===== src/rtl/quantum_gate_sequencer.sv =====
// rtl/quantum_gate_sequencer.sv - single-qubit gate sequencer driving quantum_state updates
//
// Purpose:
//   Queues 3-bit gate opcodes from the host in a small FIFO. It pops them one at a time.
//   For each opcode it computes the next Q16.16 amplitudes from the current state,
//   then issues a one-cycle update strobe to quantum_state.
//   Each opcode takes 4 cycles: IDLE (pop), EXEC, WRITE, SETTLE.
//
// Ports:
//   clk, reset              clock, synchronous active-high reset
//   cmd_valid/cmd_op        host opcode offer (0 NOP, 1 X, 2 Z, 3 H, 4 INIT, 5-7 illegal)
//   cmd_ready               FIFO not full
//   hold                    blocks popping while the FSM is in IDLE
//   alpha_cur, beta_cur     current state from quantum_state
//   update_en               one-cycle write strobe (WRITE cycle)
//   alpha_new, beta_new     registered next-state amplitudes
//   busy                    FSM active or FIFO not empty
//   done                    one-cycle pulse per retired opcode (SETTLE cycle)
//   gate_count              retired opcode counter, wraps
//   err                     sticky illegal-opcode flag
//   fifo_count              queued opcode count

module quantum_gate_sequencer #(
    parameter int          DEPTH     = 4,
    parameter logic [31:0] INV_SQRT2 = 32'h0000_B505
) (
    input  logic                     clk,
    input  logic                     reset,
    input  logic                     cmd_valid,
    input  logic [2:0]               cmd_op,
    output logic                     cmd_ready,
    input  logic                     hold,
    input  logic [31:0]              alpha_cur,
    input  logic [31:0]              beta_cur,
    output logic                     update_en,
    output logic [31:0]              alpha_new,
    output logic [31:0]              beta_new,
    output logic                     busy,
    output logic                     done,
    output logic [15:0]              gate_count,
    output logic                     err,
    output logic [$clog2(DEPTH):0]   fifo_count
);

    localparam int AW = $clog2(DEPTH);
    localparam int CW = AW + 1;
    localparam logic [CW-1:0] FULL_CNT = CW'(DEPTH);

    localparam logic [2:0] OP_NOP  = 3'd0;
    localparam logic [2:0] OP_X    = 3'd1;
    localparam logic [2:0] OP_Z    = 3'd2;
    localparam logic [2:0] OP_H    = 3'd3;
    localparam logic [2:0] OP_INIT = 3'd4;

    typedef enum logic [1:0] {
        S_IDLE   = 2'd0,
        S_EXEC   = 2'd1,
        S_WRITE  = 2'd2,
        S_SETTLE = 2'd3
    } state_t;

    // ------------------------------------------------------------------
    // Opcode FIFO
    // ------------------------------------------------------------------
    logic [2:0]    mem_q [DEPTH];
    logic [AW-1:0] wr_ptr_q;
    logic [AW-1:0] rd_ptr_q;
    logic [CW-1:0] count_q;
    logic [CW-1:0] count_d;
    logic          full;
    logic          empty;
    logic          push;
    logic          pop;

    state_t        state_q;

    assign full  = (count_q == FULL_CNT);
    assign empty = (count_q == '0);
    assign push  = cmd_valid && !full;
    // Popping is only possible in IDLE; hold is ignored once a gate is in flight.
    assign pop   = (state_q == S_IDLE) && !empty && !hold;

    always_comb begin
        count_d = count_q;
        case ({push, pop})
            2'b10:   count_d = count_q + CW'(1);
            2'b01:   count_d = count_q - CW'(1);
            default: count_d = count_q;
        endcase
    end

    always_ff @(posedge clk) begin
        if (push) begin
            mem_q[wr_ptr_q] <= cmd_op;
        end
    end

    always_ff @(posedge clk) begin
        if (reset) begin
            wr_ptr_q <= '0;
            rd_ptr_q <= '0;
            count_q  <= '0;
        end else begin
            if (push) begin
                wr_ptr_q <= wr_ptr_q + AW'(1);
            end
            if (pop) begin
                rd_ptr_q <= rd_ptr_q + AW'(1);
            end
            count_q <= count_d;
        end
    end

    // ------------------------------------------------------------------
    // Hadamard datapath: (a +/- b) * 1/sqrt2, floor shift by 16, low 32 bits
    // ------------------------------------------------------------------
    logic [2:0]         op_q;
    logic [31:0]        a_q;
    logic [31:0]        b_q;
    logic signed [32:0] h_sum;
    logic signed [32:0] h_dif;
    logic signed [32:0] h_k;
    logic signed [65:0] h_psum;
    logic signed [65:0] h_pdif;
    logic               unused_hbits;

    assign h_sum  = $signed({a_q[31], a_q}) + $signed({b_q[31], b_q});
    assign h_dif  = $signed({a_q[31], a_q}) - $signed({b_q[31], b_q});
    assign h_k    = $signed({INV_SQRT2[31], INV_SQRT2});
    assign h_psum = 66'(h_sum) * 66'(h_k);
    assign h_pdif = 66'(h_dif) * 66'(h_k);
    // Bits [47:16] of the product are the floor-shifted result truncated to 32 bits.
    assign unused_hbits = ^{h_psum[65:48], h_psum[15:0], h_pdif[65:48], h_pdif[15:0]};

    // ------------------------------------------------------------------
    // Sequencer FSM with registered outputs
    // ------------------------------------------------------------------
    logic [31:0] alpha_q;
    logic [31:0] beta_q;
    logic        update_q;
    logic        done_q;
    logic [15:0] gcnt_q;
    logic        err_q;
    logic        op_writes;

    assign op_writes = (op_q == OP_X) || (op_q == OP_Z) || (op_q == OP_H) || (op_q == OP_INIT);

    always_ff @(posedge clk) begin
        if (reset) begin
            state_q  <= S_IDLE;
            op_q     <= OP_NOP;
            a_q      <= '0;
            b_q      <= '0;
            alpha_q  <= 32'h0001_0000;
            beta_q   <= '0;
            update_q <= 1'b0;
            done_q   <= 1'b0;
            gcnt_q   <= '0;
            err_q    <= 1'b0;
        end else begin
            update_q <= 1'b0;
            done_q   <= 1'b0;
            case (state_q)
                S_IDLE: begin
                    if (pop) begin
                        op_q    <= mem_q[rd_ptr_q];
                        a_q     <= alpha_cur;
                        b_q     <= beta_cur;
                        state_q <= S_EXEC;
                    end
                end
                S_EXEC: begin
                    case (op_q)
                        OP_X: begin
                            alpha_q <= b_q;
                            beta_q  <= a_q;
                        end
                        OP_Z: begin
                            alpha_q <= a_q;
                            beta_q  <= 32'd0 - b_q;
                        end
                        OP_H: begin
                            alpha_q <= h_psum[47:16];
                            beta_q  <= h_pdif[47:16];
                        end
                        OP_INIT: begin
                            alpha_q <= 32'h0001_0000;
                            beta_q  <= '0;
                        end
                        OP_NOP: begin
                        end
                        default: begin
                            err_q <= 1'b1;
                        end
                    endcase
                    // Strobe is high during WRITE, the cycle after this edge.
                    update_q <= op_writes;
                    state_q  <= S_WRITE;
                end
                S_WRITE: begin
                    done_q  <= 1'b1;
                    state_q <= S_SETTLE;
                end
                S_SETTLE: begin
                    gcnt_q  <= gcnt_q + 16'd1;
                    state_q <= S_IDLE;
                end
                default: begin
                    state_q <= S_IDLE;
                end
            endcase
        end
    end

    assign cmd_ready  = !full;
    assign fifo_count = count_q;
    assign update_en  = update_q;
    assign alpha_new  = alpha_q;
    assign beta_new   = beta_q;
    assign busy       = (state_q != S_IDLE) || !empty;
    assign done       = done_q;
    assign gate_count = gcnt_q;
    assign err        = err_q;

endmodule

===== config.mk =====
export PLATFORM = sky130hd
export DESIGN_NAME = quantum_gate_sequencer
export DESIGN_NICKNAME = d
export VERILOG_FILES = /design/src/rtl/quantum_gate_sequencer.sv
export SDC_FILE = /design/constraint.sdc
export NUM_CORES = 2
export LEC_CHECK = 0
export CORE_ASPECT_RATIO = 1.2
export CORE_MARGIN = 2
export CORE_UTILIZATION = 55
export DETAILED_ROUTE_END_ITERATION = 8
export PLACE_DENSITY = 0.79
export SLEW_MARGIN = 0
export SYNTH_ARGS = -nofsm -noshare
export SYNTH_HDL_FRONTEND = slang
export SYNTH_SLANG_ARGS = --single-unit

===== constraint.sdc =====
create_clock -name clk -period 12.6 [get_ports clk]
set_clock_uncertainty 0.1 [all_clocks]
set_input_delay 3.78 -clock clk [delete_from_list [all_inputs] [get_ports clk]]
set_output_delay 3.78 -clock clk [all_outputs]
set_load 0.02 [all_outputs]

==> results.toml <==
[synth]
yosys.area.top_type = "ha_1"
ys_ff_latch = 171
synth_edf_count = 12
avgSynthCellArea_sq_um = 8.673
synthTopCellsByCount = "inv_1, ha_1, fa_1"
synth_most_common_cell = "inv_1"
synth_async_sr_flop_share_pct = 0
synth_nets = 4171
synth_cell_types = 81
synthFlopType = "dfxtp_1"
syn_area_sq_mm = 0.02813
syn_inst = 3243
synth_area_leaders = "ha_1, fa_1, dfxtp_1, inv_1, xnor2_1"
synth_seq_area_share_pct = 12.60
ys_warn_count = 0
synth_top_area_share_pct = 23.49

[route]
drt_wl_total_mm = 80.01
via_per_inst = 5.771
drtIter0Drc = 2024
ant_nets = 0
dr_total_vias = 23170
first_pass_iters = 6
wl_per_cell_um = 19.93
post-route-drc-count = 0

[setup_path]
path_class = "flip-flop to flip-flop"
cp-start-kind = "flip-flop"
worstPathRequired_ps = 12870
max_stage_delay_ps = 860
cp_common_cell = "inv_1"
path_max_fanout = 7
cpMaxStageDelayCell = "xnor2_1"
cp.arrival_ps = 10880
crit_path_end_kind = "flip-flop"

[sta]
slew_violations = 0
max_freq_mhz = 94.24
worst_pin_slew_ps = 1300
final_hold_viol_count = 0
finalCriticalPeriod_ps = 10610
final.setup.tns_ps = 0
post-route-period-util_pct = 84.21
setup_viol_count_final = 0
rsz0062_at_grt = "no"
slew_headroom_pct = 12.69

[clocking]
clock_sinks = 171
cts_hold_buffers = 0
cts_buffers = 17
clock_latency_ps = 520
cts_tree = "yes"
cts_resized = 0
postCtsSetupBuffers = 0
root_buffer = "clkbuf_16"
path_clk_slew_ps = 90
cts_buffer_depth = 2
htree_levels = 4

[finish]
fill_cells = 4219
area_delta_synth_final_pct = 10.35
multi_input_area_sq_mm = 0.02138
drive_gt1_share_pct = 2.642
fin_nets = 4284
final-seq-area_sq_mm = 0.003543

[die]
pin_count = 159
floorplan.initialDensity_pct = 55.75
core_sq_mm = 0.05045
die_w_um = 210.4
die_h_um = 251.7
dieArea_sq_mm = 0.05297
fp-row-count = 90

[global_route]
grt_pass1_wl_mm = 125.9
grt_max_degree = 86
antenna_found_initial = 4
gr-total-overflow = 0
grt_pass1_vias = 23300
track_usage_pct = 30.85

[place]
place_congestion = 0.9801
post-dp-hpwl_mm = 65.47
io_buffers = 158

[flow_run]
maxCapViolations = 0

[hold_path]
hold_path_class = "flip-flop to flip-flop"

[status]
status = "completed"
final cells by class:
type,count,share of cell area [%]
Clock inverter,15,0.6531
Sequential cell,171,11.42
Inverter,762,9.215
Antenna cell,2,0.01613
Multi-Input combinational cell,2215,68.89
Timing Repair Buffer,189,5.837
Tap cell,644,2.596
Clock buffer,17,1.371
registers in the layout, summed over array words and instances, names as in the netlist, 2 cells and up:
name	cells
a_q	32
alpha_new	32
b_q	32
beta_new	32
fifo_count	3
gate_count	16
mem_q	12
op_q	3
rd_ptr_q	2
state_q	2
wr_ptr_q	2
cell usage in the layout (no fill, tap or decap), drive strengths merged, types with 42 or more instances in the layout:
cell type,count
inv,768
ha,528
fa,329
a21oi,230
nand2,204
nor2,170
dfxtp,159
clkdlybuf4s50,157
xnor2,144
o21ai,78
nor3,55
a211oi,45
xor2,43
nand3,42
a21o,42
worst max-delay path: cells and delay by family, from the launching register on:
family	cells	cell delay, ps
xor+xnor	2	1030
compound gates	13	4470
fa+ha+maj	8	3510
simple gates	2	470
flops	1	440
buf+inv	6	430
per-layer routing:
metal | up-vias | global-route usage [%] | routed length [um]
met4 | 4 | 16.00 | 4243
met5 | - | 0 | 24
met1 | 11200 | 38.31 | 31510
met3 | 229 | 6.099 | 6606
met2 | 974 | 50.99 | 37630
li1 | 10770 | - | -
worst paths after layout:
path | from | end | slack [ps] | cells past startpoint
worst max-delay path | b_q[12]$_SDFFE_PP0P_ | alpha_new[30]$_SDFFE_PP0P_ | 1990 | 31
worst min register to register | beta_new[3]$_SDFFE_PP0P_ | beta_new[3]$_SDFFE_PP0P_ | 360 | 2
worst min-delay path | beta_new[3]$_SDFFE_PP0P_ | beta_new[3]$_SDFFE_PP0P_ | 360 | 2
worst max register to register | b_q[12]$_SDFFE_PP0P_ | alpha_new[30]$_SDFFE_PP0P_ | 1990 | 31
kinds of logic after synthesis:
kind of cell	synth area share, %
AO/OA/AOI/OAI	13.28
XOR/XNOR	5.823
adder cells (fa/ha/maj)	46.90
buffers and inverters	11.47
flip-flops	12.60
multiplexers	0.3914
AND/OR/NAND/NOR	9.537
stage by stage:
| step | std cells | instance area (sq um) | util [%] | setup slack, ps | hold slack [ps] |
|---|---|---|---|---|---|
| 4_1_cts | 4013 | 31030 | 61.51 | 2120 | 369.7 |
| 5_1_grt | 4015 | 31040 | 61.52 | 1587 | 395.5 |
| 2_1_floorplan | 3243 | 28130 | - | 3829 | 353.6 |
| 3_3_place_gp | 3981 | 30400 | 60.27 | 2272 | 346.8 |
| 6_report | 4015 | 31040 | 61.52 | 1989 | 364.0 |
| 3_5_place_dp | 3981 | 30400 | 60.27 | 2155 | 354.2 |
Power is not shown: default switching activity piles up to over one toggle a cycle in this logic, so the estimate is an artifact.
